[config.mk]
export PLATFORM = sky130hd
export DESIGN_NAME = shift_normalizer
export DESIGN_NICKNAME = d
export VERILOG_FILES = /design/src/rtl/shift_normalizer.sv
export SDC_FILE = /design/constraint.sdc
export NUM_CORES = 1
export LEC_CHECK = 0
export BUFFER_PORTS_ARGS = -buffer_cell sky130_fd_sc_hd__buf_2
export CORE_MARGIN = 5
export CORE_UTILIZATION = 59
export DETAILED_ROUTE_END_ITERATION = 6
export GPL_TIMING_DRIVEN = 0
export HOLD_SLACK_MARGIN = 0.08
export PLACE_DENSITY = 0.81
export SYNTH_ARGS = -nofsm -noshare
export SYNTH_HDL_FRONTEND = slang
export SYNTH_SLANG_ARGS = --single-unit
[constraint.sdc]
create_clock -name clock -period 3.5 [get_ports clock]
set_input_delay 0.525 -clock clock [delete_from_list [all_inputs] [get_ports clock]]
set_output_delay 0.525 -clock clock [all_outputs]
set_load 0.005 [all_outputs]
[src/rtl/shift_normalizer.sv]
// shift_normalizer: iterative 32-bit normalizer.
// Counts leading zeros (unsigned mode) or redundant sign bits (signed mode)
// with a five-step binary search (k = 16, 8, 4, 2, 1). It produces the
// normalized operand Z, the applied left-shift amount S and a
// no-significant-bits flag ZERO. One result is produced every 7 cycles.
module shift_normalizer (
    input  logic        clock,
    input  logic        reset,
    input  logic        start,
    input  logic [31:0] X,
    input  logic        SIGNED,
    output logic        busy,
    output logic        done,
    output logic [31:0] Z,
    output logic [4:0]  S,
    output logic        ZERO
);

    localparam logic [1:0] ST_IDLE  = 2'd0;
    localparam logic [1:0] ST_SHIFT = 2'd1;
    localparam logic [1:0] ST_DONE  = 2'd2;

    // Index of the last search step (k = 1).
    localparam logic [2:0] LAST_STEP = 3'd4;

    // Decide whether the top k bits of w (k = 16 >> step) carry no
    // information and can be shifted out. In signed mode one extra bit is
    // examined so that a single copy of the sign bit always survives.
    function automatic logic step_take(input logic [31:0] w,
                                       input logic [2:0]  step,
                                       input logic        sgn);
        logic take;
        case (step)
            3'd0: take = sgn ? ((w[31:15] == {17{1'b0}}) || (w[31:15] == {17{1'b1}}))
                             :  (w[31:16] == 16'h0000);
            3'd1: take = sgn ? ((w[31:23] == 9'h000) || (w[31:23] == 9'h1FF))
                             :  (w[31:24] == 8'h00);
            3'd2: take = sgn ? ((w[31:27] == 5'h00) || (w[31:27] == 5'h1F))
                             :  (w[31:28] == 4'h0);
            3'd3: take = sgn ? ((w[31:29] == 3'h0) || (w[31:29] == 3'h7))
                             :  (w[31:30] == 2'h0);
            3'd4: take = sgn ? (w[31] == w[30])
                             : (w[31] == 1'b0);
            default: take = 1'b0;
        endcase
        return take;
    endfunction

    // Operand with no significant bits: all zeros, or all ones in signed mode.
    function automatic logic no_sig_bits(input logic [31:0] x, input logic sgn);
        return (x == 32'h0000_0000) || (sgn && (x == 32'hFFFF_FFFF));
    endfunction

    logic [1:0]  state_r;
    logic [2:0]  step_r;
    logic [31:0] w_r;
    logic [4:0]  acc_r;
    logic        mode_r;
    logic        zero_cap_r;
    logic        busy_r;
    logic        done_r;
    logic [31:0] z_r;
    logic [4:0]  s_r;
    logic        zero_r;

    logic [4:0]  k_s;
    logic        take_s;
    logic [31:0] w_next_s;
    logic [4:0]  acc_next_s;

    // One search step: shift W and grow the accumulator when the top bits are redundant.
    always_comb begin
        k_s        = 5'd16 >> step_r;
        take_s     = step_take(w_r, step_r, mode_r);
        w_next_s   = w_r;
        acc_next_s = acc_r;
        if (take_s) begin
            w_next_s   = w_r << k_s;
            acc_next_s = acc_r + k_s;
        end else begin
            w_next_s   = w_r;
            acc_next_s = acc_r;
        end
    end

    // Control FSM, working registers and registered result outputs.
    always_ff @(posedge clock) begin
        if (reset) begin
            state_r    <= ST_IDLE;
            step_r     <= 3'd0;
            w_r        <= 32'h0000_0000;
            acc_r      <= 5'd0;
            mode_r     <= 1'b0;
            zero_cap_r <= 1'b0;
            busy_r     <= 1'b0;
            done_r     <= 1'b0;
            z_r        <= 32'h0000_0000;
            s_r        <= 5'd0;
            zero_r     <= 1'b0;
        end else begin
            case (state_r)
                ST_IDLE: begin
                    done_r <= 1'b0;
                    if (start) begin
                        w_r        <= X;
                        acc_r      <= 5'd0;
                        mode_r     <= SIGNED;
                        zero_cap_r <= no_sig_bits(X, SIGNED);
                        step_r     <= 3'd0;
                        busy_r     <= 1'b1;
                        state_r    <= ST_SHIFT;
                    end
                end
                ST_SHIFT: begin
                    w_r   <= w_next_s;
                    acc_r <= acc_next_s;
                    if (step_r == LAST_STEP) begin
                        z_r     <= w_next_s;
                        s_r     <= acc_next_s;
                        zero_r  <= zero_cap_r;
                        done_r  <= 1'b1;
                        state_r <= ST_DONE;
                    end else begin
                        step_r <= step_r + 3'd1;
                    end
                end
                ST_DONE: begin
                    done_r  <= 1'b0;
                    busy_r  <= 1'b0;
                    state_r <= ST_IDLE;
                end
                default: begin
                    done_r  <= 1'b0;
                    busy_r  <= 1'b0;
                    state_r <= ST_IDLE;
                end
            endcase
        end
    end

    assign busy = busy_r;
    assign done = done_r;
    assign Z    = z_r;
    assign S    = s_r;
    assign ZERO = zero_r;

endmodule

Word-level counts from Yosys, hierarchy flattened
Index checks and enable logic that the tools add are counted.
{ "op_classes": {"n_addsub": 2, "eq_ne": 14, "n_shift": 2, "n_mux": 20, "n_bitwise": 2, "n_reduce_logical": 25} }
{ "op_table": {"columns": ["operator", "count"], "rows": [
  ["$mux 32", 2],
  ["$pmux 32 s2", 1],
  ["$eq 32x32->1 const B", 1],
  ["$logic_not 32->1", 1],
  ["$shl 32x5->32", 1],
  ["$eq 17x17->1 const B", 1],
  ["$logic_not 17->1", 1],
  ["$logic_not 16->1", 1],
  ["$mux 5", 2],
  ["$pmux 5 s2", 1],
  ["$reduce_and 2->1", 5],
  ["$eq 9x9->1 const B", 1],
  ["$logic_not 9->1", 1],
  ["$logic_not 8->1", 1],
  ["$eq 3x2->1 const B", 2],
  ["$eq 3x3->1 const B", 2],
  ["$logic_not 3->1", 2],
  ["$mux 1", 6],
  ["$mux 3", 2],
  ["$ne 2x2->1 const B", 3],
  ["$pmux 3 s2", 1],
  ["$add 5x5->5", 1],
  ["$eq 5x5->1 const B", 1],
  ["$logic_not 5->1", 1],
  ["17 further kinds", 24]
]} }
{ "totals": {"register_bits": 84, "inputBits": 36, "word_cells": 76} }

Depth between registers and ports, before layout
{ "logic_depth": {"depth_word": 6, "mapped_depth": 16, "ltp_nobuf": 14} }

Worst setup path after synthesis
Ideal clock, no wire load.
{ "synth_path": {"path_kind": "reg-to-reg", "start": "register step_r[0]", "end": "register s_r[4], in the netlist S[4]", "setup_time_ns": 0.086, "arrival_ns": 2.650, "setup_slack_ns": 0.764, "path_stages_with_launch": 15, "period_less_slack_ns": 2.736, "cell_sequence": "dfxtp_1 ha_1 ha_1 buf_2 inv_1 clkbuf_1 buf_1 fa_1 inv_1 a21o_1 a21oi_1 xnor2_1 a21oi_2 xnor2_1 a211oi_1"} }
{ "synth_via": {"elab_chain_len": 3} }
{ "synth_lines": {"columns": ["item", "line_no", "rtl"], "rows": [
  ["from (decl)", "55", "logic [2:0] step_r;"],
  ["from (signal assigned)", "124", "step_r <= step_r + 3'd1;"],
  ["$shr 5x3->5 (tied with other cells)", "73", "k_s = 5'd16 >> step_r;"],
  ["$add 5x5->5 or $pmux 1 s5 (tied branches)", "79, 33", null],
  ["$mux 5", "77", "if (take_s) begin"],
  ["to (signal assigned)", "119", "s_r <= acc_next_s;"],
  ["to (decl)", "63", "logic [4:0] s_r;"]
]} }
Parallel ways exist; a longest one is shown, timed or not.
A chain may end at the register's enable or synchronous reset.

Worst setup path in the final report
{ "layout_path": {"start": "register step_r[0]", "end": "register z_r[30], in the netlist Z[30]"} }
{ "layout_via": {"elab_chain_len": 3} }
{ "layout_lines": {"columns": ["item", "line_no", "rtl"], "rows": [
  ["$shr 5x3->5 (tied with other cells)", "73", null],
  ["$shl 32x5->32 or $pmux 1 s5 (tied branches)", "78, 33", null],
  ["$mux 32", "77", null],
  ["to (signal assigned)", "118", "z_r <= w_next_s;"],
  ["to (decl)", "62", "logic [31:0] z_r;"]
]} }
Parallel ways exist; a longest one is shown, timed or not.

==> summary.md <==
Among cell families on the critical path, the largest total delay comes from compound AO/OA/AOI/OAI gates. The compound-cell area share of the yosys netlist works out to 30.4%. The wire-length estimate of the detail-placed layout is 20000 um.

The core region is 10200 um^2. The tools report the maximum count of clock buffers along a single path as 2. The logs give 0 for the total setup buffers inserted after CTS and 1383 for the violation count after the first detailed-route iteration. At the pin with the least slew margin, the transition time is 0.901 ns. Setup repair after global routing left no endpoint under its margin. Across the VDD grid, the largest voltage drop is 306 uV. The die area is 12500 um^2, and the detail-routed via count per cell is 7.46.

Clock skew on the completed layout was measured at 0.0147 ns. For this design the top-level I/O count stands at 76. The mux share of post-synthesis cell area was 11.5%. Summing every instance area after synthesis gives 6130 um^2. Counting flops with a built-in enable in the synthesized netlist gives 0. The buffering stage count on the worst path with inverters included was 3; the timing-limited maximum frequency was 288 MHz. The worst setup path is captured at a register.

The post-route minimum period came out at 3.47 ns. TritonCTS built the clock tree. The run gives 3.78 ns as the required time at the worst-slack endpoint. The kind of critical path is reg -> reg. Of the post-synthesis cell area, the dominant cell type holds 27.4%. The count of pins over their slew limit came out at 0. A synthesized cell averages 7.91 um^2. The number of standard cells after synthesis is 775. In this run the remaining antenna-violating nets after routing total 0. Fraction of synthesis flops using an asynchronous set or reset pin: 0%.

The post-synthesis adder-cell area fraction was 2.37%; the number of port buffers was 75. The vertical die dimension is 112 um. The area growth from synthesis to layout is 12.6%. After Yosys synthesis, and, or, nand and nor cells account for 20.3% of the synthesized area.

Traced cell by cell, the critical path runs through inv_1 -> ha_1 -> nand2b_1 -> inv_2 -> clkbuf_1 -> a211oi_1 -> o22ai_1 -> o22ai_1 -> a211oi_1 -> mux2_2 -> a22o_1. The tools report the clock sink total as 84. The final weighted congestion of routability-driven global placement was 1.11; the clock latency on the worst-skew pair was 0.39 ns.

The post-synthesis net count is 822, and the total number of yosys warnings is 0. Counting distinct cell types in the post-synthesis netlist gives 81. Biggest fanout along the worst timing path: 10. Clock tree synthesis inserted a total of 9 buffers. Summing the sequential cell areas from Yosys gives 27.4% of the chip area. The run finished with clean final reports. The global-route wire length before repair was 41200 um; the headroom to the max-slew limit was 39.7%. The xor and xnor area share after synthesis came out at 0.572%. First-pass iteration count of the detailed router: 6. Final count of hold timing violations: 0. Top flip-flop cell by instance count after synthesis: sky130_fd_sc_hd__dfxtp_1.

In the final routed layout, each cell accounts on average for 27.1 um. Measured on the finished design, the core utilization comes to 67.4%. The clock-pin slew on the worst setup and hold paths is 0.09 ns. By area the synthesized netlist is led by sky130_fd_sc_hd__dfxtp_1 (27%), sky130_fd_sc_hd__mux2i_1 (8.0%), sky130_fd_sc_hd__a211oi_1 (4.7%). STA classifies the critical path startpoint as a register. Cells with a size suffix above 1 make up 18.9% of the layout. For this design, the slowest cell found on the critical path is sky130_fd_sc_hd__a211oi_1.

In this run the power density over the cells is 369 nW/um^2. The run gives 3 as the H-tree depth. The root buffer cell chosen for the clock tree is sky130_fd_sc_hd__clkbuf_8.

Data arrives at the worst endpoint at 3.75 ns. For the count of unresolved DRC violations after routing, the log shows 0. The number of global-route vias before repair was 7304; the delay of the slowest cell on the worst path was 0.57 ns. The initial antenna violation count was 0. The total of max-cap violations is 0, and the leftover overflow at the end of global routing is 0. The starting density of the core is 59.9%, and the fraction of the cycle the final worst path needs is 99.1%. The total negative slack was 0 ns; the total leakage power was 2.72 nW. The die outline width is 112 um. In the synthesized netlist, the cells that appear most often are sky130_fd_sc_hd__dfxtp_1 (84), sky130_fd_sc_hd__nand2_1 (72), sky130_fd_sc_hd__nor2_1 (58).

The layout net count came out at 908. Setup violations remaining at the end of the flow were counted as 0. Total global routing track utilization: 42.1%. Summed over all instances, the cell type with the most area after synthesis is sky130_fd_sc_hd__dfxtp_1. For the pin count of the biggest net entering global routing, the log shows 15.

By area, the combinational part of the netlist is dominated by compound AO/OA/AOI/OAI gates. Number of synthesized register bits: 84. The repair_antennas step left the layout with diodes totalling 0. The most frequently used cell type in the post-synthesis netlist is sky130_fd_sc_hd__dfxtp_1. The min-delay analysis places its worst path in the category in -> reg. The number of placement rows was 37; the via count was 7472. The aggregate routed wire length came out at 27200 um.
-- through the flow --
stage          power (mW)  hold WS (ns)  instance area [um^2]  cells  setup slack [ns]
2_1_floorplan        1.48         0.432                  6130    775             0.764
3_3_place_gp         1.71         0.438                  6670    986            -0.196
3_5_place_dp         1.72         0.448                  6670    986            -0.200
4_1_cts              2.47         0.415                  6890   1002            0.0387
5_1_grt              2.60         0.410                  6900   1002            0.0302
6_report             2.54         0.415                  6900   1002            0.0315
-- area by class of cell --
class                           count  area (um^2)
Clock buffer                       10          128
Multi-Input combinational cell    593         3990
Tap cell                          136          170
Buffer                             74          378
Timing Repair Buffer               75          375
Clock inverter                      6         86.3
Sequential cell                    84         1680
Fill cell                         866         3330
Inverter                           24         90.1
-- routing by layer --
metal  vias up  wire, um  global-route usage, %
li1       3099         -                      -
met5         -         0                      0
met4         0      2080                   24.1
met3       209      4060                   14.1
met2       729     11000                   61.5
met1      3435     10000                   54.2
-- kinds of logic after synthesis --
group,Yosys count
buffers and inverters,98
AOI/OAI and AO/OA,265
muxes,65
adders and majority gates,11
DFF,84
and+or+nand+nor,248
xor gates and xnor gates,4
-- report_power, final --
| part | internal (mW) | leakage (nW) | switching (mW) | total, mW |
|---|---|---|---|---|
| Clock | 0.402 | 0.107 | 0.386 | 0.789 |
| Combinational | 0.240 | 1.93 | 0.463 | 0.703 |
| Sequential | 0.990 | 0.684 | 0.0618 | 1.05 |
-- worst reg2reg max path, stage by stage, from the launching register on --
cell,delay (ns)
sky130_fd_sc_hd__dfxtp_1,0.43
sky130_fd_sc_hd__inv_1,0.09
sky130_fd_sc_hd__ha_1,0.29
sky130_fd_sc_hd__nand2b_1,0.14
sky130_fd_sc_hd__inv_2,0.12
sky130_fd_sc_hd__clkbuf_1,0.41
sky130_fd_sc_hd__a211oi_1,0.57
sky130_fd_sc_hd__o22ai_1,0.17
sky130_fd_sc_hd__o22ai_1,0.39
sky130_fd_sc_hd__a211oi_1,0.18
sky130_fd_sc_hd__mux2_2,0.35
sky130_fd_sc_hd__a22o_1,0.23
-- layout by cell type, fill, tap and decap left out, types with 10 or more instances in the layout --
cell type	netlist	routed
sky130_fd_sc_hd__a211oi_1	38	37
sky130_fd_sc_hd__a21oi_1	37	37
sky130_fd_sc_hd__a22oi_1	21	21
sky130_fd_sc_hd__a31oi_1	11	11
sky130_fd_sc_hd__and3_1	19	19
sky130_fd_sc_hd__buf_2	16	91
sky130_fd_sc_hd__clkbuf_1	41	38
sky130_fd_sc_hd__dfxtp_1	84	84
sky130_fd_sc_hd__ha_1	10	10
sky130_fd_sc_hd__inv_1	22	22
sky130_fd_sc_hd__mux2_2	13	13
sky130_fd_sc_hd__mux2i_1	49	49
sky130_fd_sc_hd__nand2_1	72	72
sky130_fd_sc_hd__nand2b_1	10	10
sky130_fd_sc_hd__nand3_1	14	14
sky130_fd_sc_hd__nand4_1	14	14
sky130_fd_sc_hd__nor2_1	58	58
sky130_fd_sc_hd__nor3_1	10	10
sky130_fd_sc_hd__nor4_1	12	12
sky130_fd_sc_hd__o211ai_1	12	12
sky130_fd_sc_hd__o21ai_0	43	42
sky130_fd_sc_hd__o21bai_1	14	14
sky130_fd_sc_hd__o22ai_1	21	21
-- worst paths after layout --
path              slack [ns]                   start  depth (start not counted)                   to
setup / recovery        0.03  step_r[0]$_SDFFE_PP0P_                         11   Z[30]$_SDFFE_PP0P_
hold / removal          0.42                  SIGNED                          3  mode_r$_SDFFE_PP0P_
setup reg to reg        0.03  step_r[0]$_SDFFE_PP0P_                         11   Z[30]$_SDFFE_PP0P_
hold reg to reg         0.46      Z[10]$_SDFFE_PP0P_                          2   Z[10]$_SDFFE_PP0P_
-- state kept, by name (all words and copies together) (netlist names) --
register    count
S               5
Z              32
ZERO            1
acc_r           5
busy            1
done            1
mode_r          1
state_r         2
step_r          3
w_r            32
zero_cap_r      1
-- repair_timing --
action / in CTS / in global routing
endpoints found under the setup margin: 4 / 11
gates resized for setup: 2 / 9
hold buffers: 0 / 0
No activity file was read; power rests on OpenSTA's default activity.
